<file path="config.mk">
export PLATFORM = sky130hd
export DESIGN_NAME = mine_game_ctrl
export DESIGN_NICKNAME = d
export VERILOG_FILES = /design/src/rtl/mine_game_ctrl.sv
export SDC_FILE = /design/constraint.sdc
export NUM_CORES = 1
export LEC_CHECK = 0
export CAP_MARGIN = 20
export CORE_MARGIN = 8
export CORE_UTILIZATION = 29
export DETAILED_ROUTE_END_ITERATION = 10
export PLACE_DENSITY = 0.59
export SLEW_MARGIN = 25
export SYNTH_ARGS = -nofsm -noshare
export SYNTH_HDL_FRONTEND = slang
export SYNTH_SLANG_ARGS = --single-unit
</file>
<file path="constraint.sdc">
create_clock -name clock -period 2.55 [get_ports clock]
set_input_delay 0.3825 -clock clock [delete_from_list [all_inputs] [get_ports clock]]
set_output_delay 0.3825 -clock clock [all_outputs]
set_load 0.02 [all_outputs]
</file>
<file path="src/rtl/mine_game_ctrl.sv">
// Minesweeper game controller: LFSR bomb placement, cursor, reveal/flag grids, win/lose.
// Define MINE_CURSOR_WRAP_EN to make edge moves wrap within the row/column instead of clamping.
module mine_game_ctrl #(
  parameter int unsigned GRID_W    = 4,
  parameter int unsigned GRID_H    = 4,
  parameter int unsigned NUM_BOMBS = 3,
  parameter logic [15:0] LFSR_SEED = 16'hACE1
) (
  input  logic                                 clock,
  input  logic                                 reset,
  input  logic                                 confirm,
  input  logic                                 flag,
  input  logic                                 restart,
  input  logic [3:0]                           udlr,
  output logic [1:0]                           wl,
  output logic                                 busy,
  output logic [GRID_W*GRID_H-1:0]             bombGrid,
  output logic [GRID_W*GRID_H-1:0]             revealGrid,
  output logic [GRID_W*GRID_H-1:0]             flagGrid,
  output logic [GRID_W*GRID_H-1:0]             cursorGrid,
  output logic [$clog2(GRID_W*GRID_H)-1:0]     cursor_idx,
  output logic [15:0]                          reveal_count
);

  localparam int unsigned N     = GRID_W * GRID_H;
  localparam int unsigned IDX_W = $clog2(N);
  localparam int unsigned COL_W = $clog2(GRID_W);
  localparam int unsigned ROW_W = $clog2(GRID_H);
  localparam int unsigned CNT_W = $clog2(NUM_BOMBS + 1);
  localparam logic [15:0]      LFSR_TAPS = 16'hB400;
  localparam logic [COL_W-1:0] COL_MAX   = COL_W'(GRID_W - 1);
  localparam logic [ROW_W-1:0] ROW_MAX   = ROW_W'(GRID_H - 1);

  typedef enum logic [2:0] {
    S_INIT, S_PLACE, S_GAME, S_WAIT, S_WIN, S_LOSE
  } state_t;

  state_t           state_q, state_d;
  logic [15:0]      lfsr_q, lfsr_d;
  logic [N-1:0]     bomb_q, bomb_d;
  logic [N-1:0]     reveal_q, reveal_d;
  logic [N-1:0]     flag_q, flag_d;
  logic [N-1:0]     cur_q, cur_d;
  logic [IDX_W-1:0] idx_q, idx_d;
  logic [COL_W-1:0] col_q, col_d;
  logic [ROW_W-1:0] row_q, row_d;
  logic [15:0]      count_q, count_d;
  logic [CNT_W-1:0] placed_q, placed_d;
  logic [1:0]       wl_q, wl_d;
  logic             busy_q, busy_d;

  logic [IDX_W-1:0] cand_c;
  logic             lose_c, win_c, one_dir_c, any_key_c;

  assign lose_c    = |(bomb_q & reveal_q);
  assign win_c     = &(bomb_q | reveal_q);
  assign one_dir_c = (udlr != 4'd0) && ((udlr & (udlr - 4'd1)) == 4'd0);
  assign any_key_c = confirm | flag | (|udlr);
  assign cand_c    = lfsr_q[IDX_W-1:0];

  always_ff @(posedge clock) begin
    if (!reset) begin
      state_q  <= S_INIT;
      lfsr_q   <= LFSR_SEED;
      bomb_q   <= '0;
      reveal_q <= '0;
      flag_q   <= '0;
      cur_q    <= N'(1);
      idx_q    <= '0;
      col_q    <= '0;
      row_q    <= '0;
      count_q  <= '0;
      placed_q <= '0;
      wl_q     <= 2'b00;
      busy_q   <= 1'b1;
    end else begin
      state_q  <= state_d;
      lfsr_q   <= lfsr_d;
      bomb_q   <= bomb_d;
      reveal_q <= reveal_d;
      flag_q   <= flag_d;
      cur_q    <= cur_d;
      idx_q    <= idx_d;
      col_q    <= col_d;
      row_q    <= row_d;
      count_q  <= count_d;
      placed_q <= placed_d;
      wl_q     <= wl_d;
      busy_q   <= busy_d;
    end
  end

  always_comb begin
    state_d  = state_q;
    lfsr_d   = {1'b0, lfsr_q[15:1]} ^ (lfsr_q[0] ? LFSR_TAPS : 16'h0000);
    bomb_d   = bomb_q;
    reveal_d = reveal_q;
    flag_d   = flag_q;
    idx_d    = idx_q;
    col_d    = col_q;
    row_d    = row_q;
    count_d  = count_q;
    placed_d = placed_q;
    wl_d     = wl_q;

    unique case (state_q)
      S_INIT: begin
        bomb_d   = '0;
        reveal_d = '0;
        flag_d   = '0;
        idx_d    = '0;
        col_d    = '0;
        row_d    = '0;
        count_d  = '0;
        placed_d = '0;
        wl_d     = 2'b00;
        state_d  = S_PLACE;
      end

      S_PLACE: begin
        // Out-of-range or duplicate candidates are simply dropped; the LFSR keeps running.
        if (({1'b0, cand_c} < (IDX_W + 1)'(N)) && !bomb_q[cand_c]) begin
          bomb_d[cand_c] = 1'b1;
          placed_d       = placed_q + CNT_W'(1);
        end
        if (placed_d == CNT_W'(NUM_BOMBS)) state_d = S_GAME;
      end

      S_GAME, S_WAIT: begin
        if (lose_c) begin
          wl_d    = 2'b10;
          state_d = S_LOSE;
        end else if (win_c) begin
          wl_d    = 2'b01;
          state_d = S_WIN;
        end else if (restart) begin
          state_d = S_INIT;
        end else if (state_q == S_WAIT) begin
          if (!any_key_c) state_d = S_GAME;
        end else if (confirm) begin
          state_d = S_WAIT;
          if (!reveal_q[idx_q] && !flag_q[idx_q]) begin
            reveal_d[idx_q] = 1'b1;
            if (count_q != 16'hFFFF) count_d = count_q + 16'd1;
          end
        end else if (flag) begin
          state_d = S_WAIT;
          if (!reveal_q[idx_q]) flag_d[idx_q] = ~flag_q[idx_q];
        end else if (|udlr) begin
          state_d = S_WAIT;
          if (one_dir_c) begin
            // Row/col are tracked alongside the index so edge tests need no divider.
            if (udlr[0]) begin
              if (col_q != COL_MAX) begin
                col_d = col_q + COL_W'(1);
                idx_d = idx_q + IDX_W'(1);
              end
`ifdef MINE_CURSOR_WRAP_EN
              else begin
                col_d = '0;
                idx_d = idx_q - IDX_W'(GRID_W - 1);
              end
`endif
            end else if (udlr[1]) begin
              if (col_q != '0) begin
                col_d = col_q - COL_W'(1);
                idx_d = idx_q - IDX_W'(1);
              end
`ifdef MINE_CURSOR_WRAP_EN
              else begin
                col_d = COL_MAX;
                idx_d = idx_q + IDX_W'(GRID_W - 1);
              end
`endif
            end else if (udlr[2]) begin
              if (row_q != ROW_MAX) begin
                row_d = row_q + ROW_W'(1);
                idx_d = idx_q + IDX_W'(GRID_W);
              end
`ifdef MINE_CURSOR_WRAP_EN
              else begin
                row_d = '0;
                idx_d = idx_q - IDX_W'((GRID_H - 1) * GRID_W);
              end
`endif
            end else begin
              if (row_q != '0) begin
                row_d = row_q - ROW_W'(1);
                idx_d = idx_q - IDX_W'(GRID_W);
              end
`ifdef MINE_CURSOR_WRAP_EN
              else begin
                row_d = ROW_MAX;
                idx_d = idx_q + IDX_W'((GRID_H - 1) * GRID_W);
              end
`endif
            end
          end
        end
      end

      S_WIN, S_LOSE: begin
        if (restart) state_d = S_INIT;
      end

      default: state_d = S_INIT;
    endcase

    cur_d  = N'(1) << idx_d;
    busy_d = (state_d == S_INIT) || (state_d == S_PLACE);
  end

  assign wl           = wl_q;
  assign busy         = busy_q;
  assign bombGrid     = bomb_q;
  assign revealGrid   = reveal_q;
  assign flagGrid     = flag_q;
  assign cursorGrid   = cur_q;
  assign cursor_idx   = idx_q;
  assign reveal_count = count_q;

endmodule

</file>
==> flow_metrics.env <==
export IMPL_skew_ps=9.34
export IMPL_cts_made_buffers=9
export IMPL_port_buffers=95
export IMPL_routed_wirelength_um=17500
export IMPL_period_minus_slack_ps=2500
export IMPL_die_w_um=153
export IMPL_hpwl_um=12900
export IMPL_route_detailed_drc=0
export IMPL_clock_latency_ps=360
export IMPL_critPathRequiredTime_ps=2800
export IMPL_postRouteAntennaNets=0
export IMPL_p_seq_share_pct=50.5
export IMPL_antennaDiodeCount=0
export IMPL_async_reset_ff_share_pct=0
export IMPL_slew_violations=0
export IMPL_pwr_share_clk_pct=41.6
export IMPL_drive_above_1_share_pct=21.2
export IMPL_hold_viol_final=0
export IMPL_coreArea_mm2=0.0186
export IMPL_p_int_w=0.00268
export IMPL_synth_main_ff_cell="dfxtp_1"
export IMPL_power_leakage_nw=2.75
export IMPL_netlist_instances=597
export IMPL_drv_cap=0
export IMPL_ys_types=64
export IMPL_yosys_warnings=0
export IMPL_swShare_pct=24.4
export IMPL_grt_pass1_wl_um=27900
export IMPL_vias=5178
export IMPL_gp_congestion=0.821
export IMPL_ys_seq_area_share_pct=41.2
export IMPL_antenna_found_initial=0
export IMPL_fin_nets=770
export IMPL_holdWs_ps=406
export IMPL_worst_pin_slew_ps=556
export IMPL_initial_core_util_pct=29.3
export IMPL_critPathCaptureType="flip-flop"
export IMPL_slowest_stage="clkdlybuf4s50_1"
export IMPL_cts_sinks=112
export IMPL_cts_root_buf="clkbuf_16"
export IMPL_io_pins=96
export IMPL_htreeDepth=3
export IMPL_finalSetupViolations=0
export IMPL_netlist_area_mm2=0.00544
export IMPL_slew_headroom_pct=62.9
export IMPL_cp_top_family="compound AO/OA/AOI/OAI gates"
export IMPL_comb_power_share_pct=7.9
export IMPL_path_cells="clkdlybuf4s50_1, nor4b_2, a211oi_1, a311oi_1, nand4_1, buf_4, buf_4, o21ai_0, a21boi_0, o21a_1"
export IMPL_synth_fp_nets=616
export IMPL_fmax_ghz=0.400
export IMPL_dieArea_mm2=0.0234
export IMPL_overflow=0
export IMPL_start_kind="input port"
export IMPL_area_growth_syn_to_layout_pct=41.5
export IMPL_fp_dieH_um=153
export IMPL_routed_via_density=5.23
export IMPL_crit_buf_inv=3
export IMPL_fin_crit_sh_pct=98.1
export IMPL_cpMostUsedCell="buf_4"
export IMPL_crit_type="in -> reg"
export IMPL_slowest_delay_ps=500
export IMPL_std_cell_rows=50
export IMPL_final_area_mm2=0.00769
export IMPL_status="finished, final reports clean"
export IMPL_grtUsageTotal_pct=14.7
export IMPL_vdd_drop_max_mv=0.357
export IMPL_path_max_fanout=4
export IMPL_grt_max_degree=41
export IMPL_drt_initial_drc_count=336
export IMPL_tritoncts="yes"
export IMPL_power_switching_w=0.000865
export IMPL_yosys_register_bits=112
export IMPL_hold_path_class="reg -> reg"
export IMPL_critPathArrivalTime_ps=2750
export IMPL_synth_edff_count=0
export IMPL_cts_buffer_depth=2
export IMPL_rsz0062_at_grt="yes"
export IMPL_power_density_mw_per_mm2=460
export IMPL_wire_per_inst_um=17.7
export IMPL_dr_pass1_iters=4
export IMPL_avgSynthCellArea_um2=9.11
export IMPL_clkTransAtPathRegs_ps=70
export IMPL_grt_pass1_vias=4992
export IMPL_place_area_mm2=0.00718
==> sequential cells by signal, summed over array words and instances (netlist names) <==
name	flops
lfsr_q	16
bombGrid	16
flagGrid	16
cursorGrid	16
row_q	2
state_q	3
cursor_idx	4
col_q	2
wl	2
busy	1
reveal_count	16
revealGrid	16
placed_q	2
==> cell families (layout without fill, tap and decap cells) <==
| kind of cell | after synthesis | count (layout) | share of synthesized area [%] |
|---|---|---|---|
| AOI/OAI and AO/OA | 160 | 160 | 21.4 |
| muxes | 27 | 27 | 8.26 |
| buffers and inverters | 54 | 213 | 4.33 |
| DFF | 112 | 112 | 41.2 |
| xor gates and xnor gates | 9 | 9 | 1.45 |
| adders and majority gates | 10 | 10 | 2.30 |
| and+or+nand+nor | 225 | 225 | 21.1 |
==> cells in the mapped netlist, types with 6 or more instances <==
library cell,number,area (µm²)
nor4_1,16,100
nand4_1,15,93.8
clkbuf_1,29,109
and3_1,6,37.5
a21oi_1,18,90.1
a22oi_1,11,82.6
inv_1,11,41.3
o21ai_0,17,85.1
nand2b_1,11,68.8
mux4_2,12,270
o211ai_1,19,143
and2_1,12,75.1
nor2_1,59,221
o21ai_1,8,40.0
a31oi_1,7,43.8
xnor2_1,7,61.3
o21a_1,18,135
mux2i_1,10,100
or3_1,6,37.5
o2111ai_1,9,78.8
nand3_1,13,65.1
o22ai_1,11,68.8
a2111o_1,10,113
nand2_1,62,233
dfxtp_1,112,2240
ha_1,10,125
a32oi_1,7,61.3
==> power by group through the flow <==
stage | Clock, W | Sequential (W) | Combinational [W]
3_3_place_gp | 0 | 0.00183 | 0.000270
3_5_place_dp | 0 | 0.00183 | 0.000270
2_1_floorplan | 0 | 0.00183 | 0.000161
4_1_cts | 0.00151 | 0.00179 | 0.000272
6_report | 0.00148 | 0.00179 | 0.000278
5_1_grt | 0.00158 | 0.00179 | 0.000302
==> layout make-up <==
| cell class | count | area, µm² |
|---|---|---|
| Fill cell | 1825 | 10900 |
| Multi-Input combinational cell | 431 | 3120 |
| Sequential cell | 112 | 2250 |
| Timing Repair Buffer | 184 | 1670 |
| Tap cell | 234 | 293 |
| Clock buffer | 10 | 239 |
| Clock inverter | 6 | 67.6 |
| Inverter | 13 | 48.8 |
==> placed cells by master, fill, tap and decap left out, types with 6 or more instances in the layout <==
master           instances
a32oi_1                  7
a22oi_2                  6
dfxtp_1                106
nor2_1                  57
mux2i_1                  8
o21ai_0                 15
a2111o_1                10
o22ai_1                 11
ha_1                    10
o21a_1                  18
buf_4                   84
nand4_1                 15
xnor2_1                  7
or3_1                    6
mux4_2                  12
nand2_1                 61
nand2b_1                11
clkdlybuf4s50_1         95
nand3_1                 13
inv_1                   11
nor4_1                   6
nor4_2                   7
clkbuf_16                9
a21oi_1                 18
and2_1                  12
o2111ai_1                9
o211ai_1                19
o21ai_1                 10
a31oi_1                  7
==> layer usage <==
layer  global-route usage (%)  share of wire, %  up-vias
met5                        0                 0        -
met4                     4.29               1.4        0
met3                     2.99               4.7       16
met2                     23.9                47      125
met1                     19.5                47     2490
li1                         -                 -     2547
==> stage by stage <==
stage                     TNS, ps  cells  util [%]  power [W]  setup WS, ps
after floorplan                 0    597         -    0.00199          1.53
after global placement      -3370    970      38.7    0.00210          -259
after detailed placement    -5540    970      38.7    0.00210          -417
after CTS                       0    987      40.5    0.00357          1.93
after global routing         -170    990      41.4    0.00367         -98.2
final                           0    990      41.4    0.00354          49.1
==> final timing paths <==
check | start | end | slack [ps] | cells after the start
worst min-delay path | lfsr_q[7] | lfsr_q[6] | 410 | 1
worst max register to register | bombGrid[4] | cursorGrid[13] | 70 | 8
worst min register to register | lfsr_q[7] | lfsr_q[6] | 410 | 1
worst max-delay path | udlr[1] | col_q[1] | 50 | 10
==> timing repair <==
action                     CTS  global route
pin swaps                    1             8
setup endpoints to repair   12            44
hold endpoints to repair     0             0
hold buffers                 0             0
gates resized for setup      4            36
setup buffers                1             3
(Power assumes the default switching activity.)
